===== src/rtl/branch_tag_resolver.sv =====
// Orders out-of-order branch outcomes and retires them oldest-first as hit/miss recovery pulses.
// Retire outputs are combinational from the head entry; a resolution shows one cycle later; excess allocs are dropped and flag err.
module branch_tag_resolver #(
    parameter int DEPTH = 4,
    parameter int TAG_W = 5,
    parameter int PC_W  = 32
) (
    input  logic             i_clk,
    input  logic             i_resetn,
    input  logic             enable,
    input  logic             alloc_valid1,
    input  logic [TAG_W-1:0] alloc_tag1,
    input  logic             alloc_valid2,
    input  logic [TAG_W-1:0] alloc_tag2,
    input  logic             res_valid,
    input  logic [TAG_W-1:0] res_tag,
    input  logic             res_miss,
    input  logic [PC_W-1:0]  res_target,
    output logic             predict_hit,
    output logic             predict_miss,
    output logic [TAG_W-1:0] tag_fix,
    output logic [TAG_W-1:0] kill_mask,
    output logic [PC_W-1:0]  redirect_pc,
    output logic [2:0]       count,
    output logic             full,
    output logic             err
);
    localparam int PTR_W = (DEPTH > 1) ? $clog2(DEPTH) : 1;
    localparam logic [2:0] DEPTH_C = 3'(DEPTH);

    logic [DEPTH-1:0] ent_vld;
    logic [DEPTH-1:0] ent_res;
    logic [DEPTH-1:0] ent_miss;
    logic [TAG_W-1:0] ent_tag [DEPTH];
    logic [PC_W-1:0]  ent_tgt [DEPTH];
    logic [PTR_W-1:0] head;
    logic [PTR_W-1:0] tail;
    logic [2:0]       cnt;
    logic             err_q;

    function automatic logic [PTR_W-1:0] ptr_inc(input logic [PTR_W-1:0] p);
        return (p == PTR_W'(DEPTH - 1)) ? '0 : p + 1'b1;
    endfunction

    logic             retire_hit;
    logic             retire_miss;
    logic [TAG_W-1:0] kill_all;
    logic [2:0]       free_slots;
    logic             req1, req2, acc1, acc2, drop;
    logic [PTR_W-1:0] tail2, tail_nxt;
    logic             match_found;
    logic [PTR_W-1:0] match_idx;
    logic             res_ok, res_bad;

    assign retire_hit  = ent_vld[head] & ent_res[head] & ~ent_miss[head];
    assign retire_miss = ent_vld[head] & ent_res[head] &  ent_miss[head];

    // Valid entries are contiguous from head, so the OR of all of them is head plus every younger one.
    always_comb begin
        kill_all = '0;
        for (int i = 0; i < DEPTH; i++) begin
            if (ent_vld[i]) kill_all = kill_all | ent_tag[i];
        end
    end

    assign predict_hit  = retire_hit;
    assign predict_miss = retire_miss;
    assign tag_fix      = retire_miss ? {ent_tag[head][0], ent_tag[head][TAG_W-1:1]} : '0;
    assign kill_mask    = retire_miss ? kill_all : '0;
    assign redirect_pc  = retire_miss ? ent_tgt[head] : '0;
    assign count        = cnt;
    assign full         = (cnt == DEPTH_C);
    assign err          = err_q;

    // Space freed by a retiring head is usable by this cycle's allocs.
    assign free_slots = DEPTH_C - cnt + {2'b00, retire_hit};
    assign req1       = enable & alloc_valid1;
    assign req2       = enable & alloc_valid2;
    assign acc1       = req1 & ~retire_miss & (free_slots != 3'd0);
    assign acc2       = req2 & ~retire_miss & (free_slots > {2'b00, acc1});
    assign drop       = ~retire_miss & ((req1 & ~acc1) | (req2 & ~acc2));
    assign tail2      = acc1 ? ptr_inc(tail) : tail;
    assign tail_nxt   = acc2 ? ptr_inc(tail2) : tail2;

    always_comb begin
        match_found = 1'b0;
        match_idx   = '0;
        for (int i = 0; i < DEPTH; i++) begin
            if (ent_vld[i] && (ent_tag[i] == res_tag)) begin
                match_found = 1'b1;
                match_idx   = PTR_W'(i);
            end
        end
    end

    assign res_ok  = res_valid & ~retire_miss & match_found & ~ent_res[match_idx];
    assign res_bad = res_valid & ~retire_miss & ~res_ok;

    always_ff @(posedge i_clk or negedge i_resetn) begin
        if (!i_resetn) begin
            ent_vld  <= '0;
            ent_res  <= '0;
            ent_miss <= '0;
            for (int i = 0; i < DEPTH; i++) begin
                ent_tag[i] <= '0;
                ent_tgt[i] <= '0;
            end
            head  <= '0;
            tail  <= '0;
            cnt   <= '0;
            err_q <= 1'b0;
        end else begin
            if (retire_miss) begin
                ent_vld <= '0;
                head    <= '0;
                tail    <= '0;
                cnt     <= '0;
            end else begin
                if (retire_hit) begin
                    ent_vld[head] <= 1'b0;
                    head          <= ptr_inc(head);
                end
                if (res_ok) begin
                    ent_res[match_idx]  <= 1'b1;
                    ent_miss[match_idx] <= res_miss;
                    ent_tgt[match_idx]  <= res_target;
                end
                // Alloc writes come last so a full queue popping its head can reuse that slot.
                if (acc1) begin
                    ent_vld[tail]  <= 1'b1;
                    ent_tag[tail]  <= alloc_tag1;
                    ent_res[tail]  <= 1'b0;
                    ent_miss[tail] <= 1'b0;
                end
                if (acc2) begin
                    ent_vld[tail2]  <= 1'b1;
                    ent_tag[tail2]  <= alloc_tag2;
                    ent_res[tail2]  <= 1'b0;
                    ent_miss[tail2] <= 1'b0;
                end
                tail <= tail_nxt;
                cnt  <= cnt + 3'(acc1) + 3'(acc2) - 3'(retire_hit);
            end
            if (drop || res_bad) err_q <= 1'b1;
        end
    end
endmodule


===== config.mk =====
export PLATFORM = sky130hd
export DESIGN_NAME = branch_tag_resolver
export DESIGN_NICKNAME = d
export VERILOG_FILES = /design/src/rtl/branch_tag_resolver.sv
export SDC_FILE = /design/constraint.sdc
export NUM_CORES = 1
export LEC_CHECK = 0
export ABC_CLOCK_PERIOD_IN_PS = 5600
export CAP_MARGIN = 20
export CORE_MARGIN = 2
export CORE_UTILIZATION = 43
export DETAILED_ROUTE_END_ITERATION = 10
export DONT_BUFFER_PORTS = 1
export PLACE_DENSITY = 0.54
export SYNTH_ARGS = -nofsm -noshare
export SYNTH_HDL_FRONTEND = slang
export SYNTH_SLANG_ARGS = --single-unit

===== constraint.sdc =====
create_clock -name i_clk -period 5.6 [get_ports i_clk]
set_input_delay 0.56 -clock i_clk [delete_from_list [all_inputs] [get_ports i_clk]]
set_output_delay 0.56 -clock i_clk [all_outputs]
set_load 0.1 [all_outputs]

; ---- Yosys cells after proc, flatten, opt, wreduce, memory -nomap -nowiden
; Cells that the tools add are included.
[word_totals]
in_bits = 54
memories = 0
ram_bits = 0
reg_bits = 168
romBits = 0
latchBits = 0
wordCells = 177
[classes]
shifts = 0
mul = 0
reduce_logical = 15
n_bitwise = 41
div_mod_pow = 0
magnitude_cmp = 16
n_eq_ne = 8
addsub = 8
muxes = 74
[op_table]
columns = operator, count
row1 = $bwmux 128, 1
row2 = $mux 32, 4
row3 = $bmux 32 s2, 1
row4 = $demux 32 s2, 1
row5 = $mux 4, 16
row6 = $mux 20, 3
row7 = $mux 5, 10
row8 = $bwmux 20, 2
row9 = $and 4x4->4, 5
row10 = $demux 5 s2, 2
row11 = $eq 5x5->1, 4
row12 = $mux 2, 10
row13 = $and 1x1->1, 16
row14 = $or 5x5->5, 3
row15 = $mux 1, 13
row16 = $ge 3x3->1 const B, 4
row17 = $lt 2x3->1 const B, 4
row18 = $not 2->3, 4
row19 = $not 4->4, 3
row20 = $or 4x4->4, 3
row21 = $logic_and 1x1->1, 11
row22 = $bmux 5 s2, 1
row23 = $add 3x1->3, 3
row24 = $lt 3x1->1 const B, 3
row25 = 17 further kinds, 35

; ---- Longest topological paths before layout
[depth]
depth_word = 17
mapped_depth = 24

; ---- Worst setup path after synthesis
; No wires, ideal clock.
[synth_timing]
kind = reg2reg
startpoint = register head[0]
endpoint = register cnt[2], in the netlist count[2]
path_slack_ns = -0.686
setup_ns = 0.149
period_less_slack_ns = 6.286
t_required_ns = 5.451
t_arrival_ns = 6.137
stages_incl_launch_ff = 24
path_cell_list = dfrtp_1 -> clkbuf_1 -> clkbuf_1 -> a21oi_1 -> mux2_2 -> nor2_1 -> inv_1 -> ha_1 -> inv_1 -> ha_1 -> xor2_1 -> o311a_1 -> a21boi_2 -> ha_1 -> nor2_1 -> o311a_1 -> clkbuf_1 -> and2_1 -> fa_1 -> inv_1 -> fa_1 -> xor2_1 -> xnor2_1 -> nor2_1
[synth_via]
elab_chain_len = 12
[synth_lines]
columns = element, line
row1 = from (decl), 36  ; logic [PTR_W-1:0] head;
row2 = from (signal assigned), 121  ; head <= ptr_inc(head);
row3 = $bmux 1 s2, 55  ; assign retire_hit = ent_vld[head] & ent_res[head] & ~ent_miss[head];
row4 = $mux 1 (implied by the code), 55
row5 = $and 1x1->1 or $not 1->1 (tied branches), 55
row6 = $and 1x1->1 (*), 55
row7 = named net predict_hit, 19  ; output logic predict_hit,
row8 = $add 3x1->3, 76  ; assign free_slots = DEPTH_C - cnt + {2'b00, retire_hit};
row9 = $reduce_bool 3->1, 79  ; assign acc1 = req1 & ~retire_miss & (free_slots != 3'd0);
row10 = $and 1x1->1, 79
row11 = $gt 3x1->1, 80  ; assign acc2 = req2 & ~retire_miss & (free_slots > {2'b00, acc1});
row12 = $and 1x1->1, 80
row13 = $add 3x1->3, 142  ; cnt <= cnt + 3'(acc1) + 3'(acc2) - 3'(retire_hit);
row14 = $sub 3x1->3 (*), 142
row15 = $mux 3 (*), 113  ; if (retire_miss) begin
row16 = to (signal assigned), 142
row17 = to (decl), 38  ; logic [2:0] cnt;
; Mark *: on every way through the listed nets, which the timed path passes. The rest lies on a longest branch. The select of a mux whose other input is x is not followed.
; A chain may end at the register's enable or synchronous reset.

; ---- Final worst setup path
[layout_timing]
startpoint = register ent_vld[3]
endpoint = register cnt[2], in the netlist count[2]
[layout_via]
elab_chain_len = 12
[layout_lines]
columns = element, line
row1 = from (decl), 31  ; logic [DEPTH-1:0] ent_vld;
row2 = from (signal assigned), 101  ; ent_vld <= '0;
row3 = from (signal assigned), 114  ; ent_vld <= '0;
row4 = "from (signal, indexed assignment)", 120  ; ent_vld[head] <= 1'b0;
row5 = $bmux 1 s2 (*), "55, 56"
row6 = $mux 1 (implied by the code) (*), "55, 56"
row7 = $and 1x1->1 (*), "55, 56"
row8 = "$and 1x1->1, on equally long branches", "55, 56"
row9 = $add 3x1->3 or $not 1->1 (tied branches), n/a
row10 = $reduce_bool 3->1 or $and 1x1->1 (tied branches), 79
row11 = $and 1x1->1, 79
row12 = $gt 3x1->1, 80
row13 = $and 1x1->1, 80
row14 = $add 3x1->3, 142
row15 = $sub 3x1->3, 142
row16 = $mux 3 (*), 113
; Every way passes the cells marked *; elsewhere a longest branch is shown, timed or not. The select of a mux whose other input is x is not followed.

==> run metrics <==
Power Density=558.4 nW/um^2; nets@finish=723; n_diodes=0; largest net degree at the start of global routing=169; routability cong.=0.8654; layout cells sized above 1=29.82%; WL per Instance=22.06 um; Hold Path Class=input pin to async pin; setup_tns=0 ns; FP Rows=52; Post-synth EDFFs=0; Area Overhead vs Synth=11.84%; Crit path depth=21; Crit. Startpoint=ent_vld[3]; HPWL after DPL=12,810 um; Root Driver=clkbuf_16; Worst EP required=5.88 ns; Max clock buf depth=2; Critical Path Source Type=register; Initial Util=43.63%; Avg Cell Area, Syn=13.37 um^2; maxcap violations=0; io pins=103; fin crit period=4.701 ns; Setup crit end kind=register; DIE HEIGHT=146.8 um; DR vias/cell=5.687; synthesis-stage register bit count=168; critical path class=register to register; worst clock skew=0.008388 ns; clock sinks=168; ANT nets after route=0; post-route insts no fill=934; Tot GR Track Use=20.18%; Slew Limit Headroom=30.42%; Die W=146.8 um; WL met2=9897 um; uppermost layer routed=met4; Max stage delay on crit path=0.48 ns; vias in the first global route=5,875; Worst VDD drop=0.0002215 V; Fin. Hold Viols=0; P_leak=0.004584 uW; Port Buffer Count=0; CTS clk-pin slew, worst paths=0.07 ns; final WL=20,600 um; Buf+Inv Stages, Crit Path=3; crit path to=count[2]; run status=finished, final reports clean; CTS tree=built; CTS buffer count=17; filler instances=1,736; Top FF cell, synth=dfrtp_1; met3 wire length=1326 um; dpl cells=900; final setup fails=0; CORE AREA=20,100 um^2; Critical Path AT=4.98 ns; global-route wire length before repair=33,700 um; share of synthesized flip-flops with an asynchronous set or reset=100.0%; Slew Viols, Final=0; # Post-CTS Setup Buffers=0; post-synthesis cell type count=48; Clock Latency Late Sink=0.42 ns; area occupied by multi-input gates=4304 um^2; Sequential cell area=4207 um^2; slowest CP cell=dfrtp_1; H-tree lvl count=4; FF-to-FF path depth=21; Yosys Warn Count=0; synthesized cell area=8771 um^2; CP delay by family, top=compound AO/OA/AOI/OAI gates; die footprint=21,560 um^2; DR vias=5,312; DR iter-0 viols=286; DRC viols=0; DRT Pass-1 Iters=4; met1 WL=9002 um; worst flop-to-flop path startpoint=ent_vld[3]; antenna violations before repair=0; Syn Nets=728; worst reg2reg endpoint=count[2]; Worst Tran Pin Value=1.047 ns; cells after synthesis=656; crit-path cells=and2_1 -> a21oi_1 -> mux2_2 -> nor2_4 -> inv_1 -> ha_1 -> inv_1 -> ha_1 -> xor2_1 -> o311a_1 -> a21boi_2 -> ha_1 -> nor2_1 -> o311a_1 -> and2_1 -> fa_1 -> inv_1 -> fa_1 -> xor2_1 -> xnor2_1 -> nor2_1; fmax=0.2127 GHz; GR Overflow Total=0; R2R Setup Slk=0.90 ns; RSZ-0062 raised after global routing=no; fin crit share=83.94%; post-synthesis sequential area ratio=47.93%; critical path fanouts, max=10
-- state kept, by name, summed over array words and instances, names as in the netlist --
register and cells:
ent_tgt 128, ent_tag 20, ent_miss 4, ent_res 4
ent_vld 4, count 3, head 2, tail 2
err 1
-- cells in the mapped netlist, types with 2 or more instances --
master / n / area, um^2
o21ai_0: 10 / 50.05
xnor2_1: 4 / 35.03
nand2_1: 23 / 86.33
mux2_2: 64 / 720.7
clkbuf_1: 21 / 78.83
a21boi_0: 4 / 30.03
buf_6: 6 / 67.56
a311oi_1: 3 / 26.28
nor4_1: 3 / 18.77
inv_1: 20 / 75.07
and3_1: 39 / 244.0
buf_2: 12 / 60.06
mux2_4: 27 / 405.4
nor2_4: 2 / 22.52
mux2_1: 38 / 427.9
a22o_1: 2 / 17.52
fa_1: 2 / 40.04
and2_1: 6 / 37.54
o311a_1: 2 / 20.02
ha_1: 16 / 200.2
a21oi_1: 29 / 145.1
nor2_1: 31 / 116.4
o21a_1: 6 / 45.04
nor3b_1: 2 / 15.01
nand2b_1: 2 / 12.51
inv_2: 2 / 7.510
mux2i_1: 23 / 230.2
nand3_1: 3 / 15.01
a22oi_1: 10 / 75.07
mux4_2: 39 / 878.3
dfrtp_1: 168 / 4204
o41ai_1: 2 / 17.52
xor2_1: 20 / 175.2
-- through the flow --
step           total power [uW]  utilization, %  instance area (um^2)  setup slack (ns)  hold WS, ns
4_1_cts                    5543           48.76                  9802            0.8726       0.1924
2_1_floorplan              3759               -                  8778            0.1939       0.2644
3_5_place_dp               4295           45.61                  9169            0.9086       0.2691
6_report                   5478           48.79                  9809            0.8992      0.05679
5_1_grt                    5862           48.79                  9809            0.4729       0.2100
3_3_place_gp               4203           44.92                  9031             1.092       0.2701
-- cells by family after synthesis --
family / count (synthesis) / share of synthesized area (%)
buf+inv: 62 / 3.352
simple gates: 119 / 7.660
mux: 191 / 30.36
xor+xnor: 24 / 2.397
fa+ha+maj: 18 / 2.739
flops: 168 / 47.93
compound gates: 74 / 5.564
-- placed cells by master, fill, tap and decap left out, types with 2 or more instances in the layout --
master      count
a22oi_1        10
clkinvlp_4      4
o41ai_1         2
clkbuf_16      17
nor4_1          3
mux4_2         39
dfrtp_1       166
a22o_1          2
inv_6           3
a21oi_1        24
mux2_2         64
o21a_1          6
xnor2_1         4
ha_1           16
inv_1          20
xor2_1         20
a21boi_0        4
nor2_1         30
buf_4           8
inv_2           2
mux2_4         27
clkinv_4        2
bufinv_16       2
o21ai_0        10
and2_1          6
o311a_1         2
buf_16          7
mux2i_1        23
fa_1            2
mux2_1         38
nand2_1        23
nand3_1         3
and3_1         39
nand2b_1        2
dfrtp_2         2
a311oi_1        3
a21oi_2         5
nor2_4          3
-- cell type report --
cell class	count	area share [%]
Clock buffer	18	4.477
Clock inverter	14	1.696
Inverter	22	0.8418
Multi-Input combinational cell	426	43.88
Sequential cell	168	42.88
Tap cell	270	3.444
Timing Repair Buffer	16	2.781
-- layer usage --
metal / GRT usage, % / vias up
met5: 0 / -
li1: - / 2385
met3: 6.087 / 24
met2: 32.32 / 137
met1: 26.40 / 2766
met4: 6.699 / 0
-- power breakdown --
group / switching, uW / internal [uW] / total [uW]
Clock: 514 / 680 / 1190
Sequential: 365 / 1750 / 2120
Combinational: 1100 / 1070 / 2170
-- worst min-delay path by stage --
stage | endpoint | slack (ns) | cells after the start
6_report | ent_tgt[124] | 0.06 | 1
5_1_grt | ent_tgt[92] | 0.21 | 1
4_1_cts | ent_tgt[124] | 0.19 | 1
3_5_place_dp | ent_tgt[124] | 0.27 | 0
3_3_place_gp | ent_tgt[124] | 0.27 | 0
2_1_floorplan | count[0] | 0.26 | 0
-- timing repair --
item / 4_1_cts / 5_1_grt
hold endpoints to repair: 168 / 0
gates resized for setup: 0 / 0
hold buffers: 1 / 0
Power figures use the tool's default switching activity.
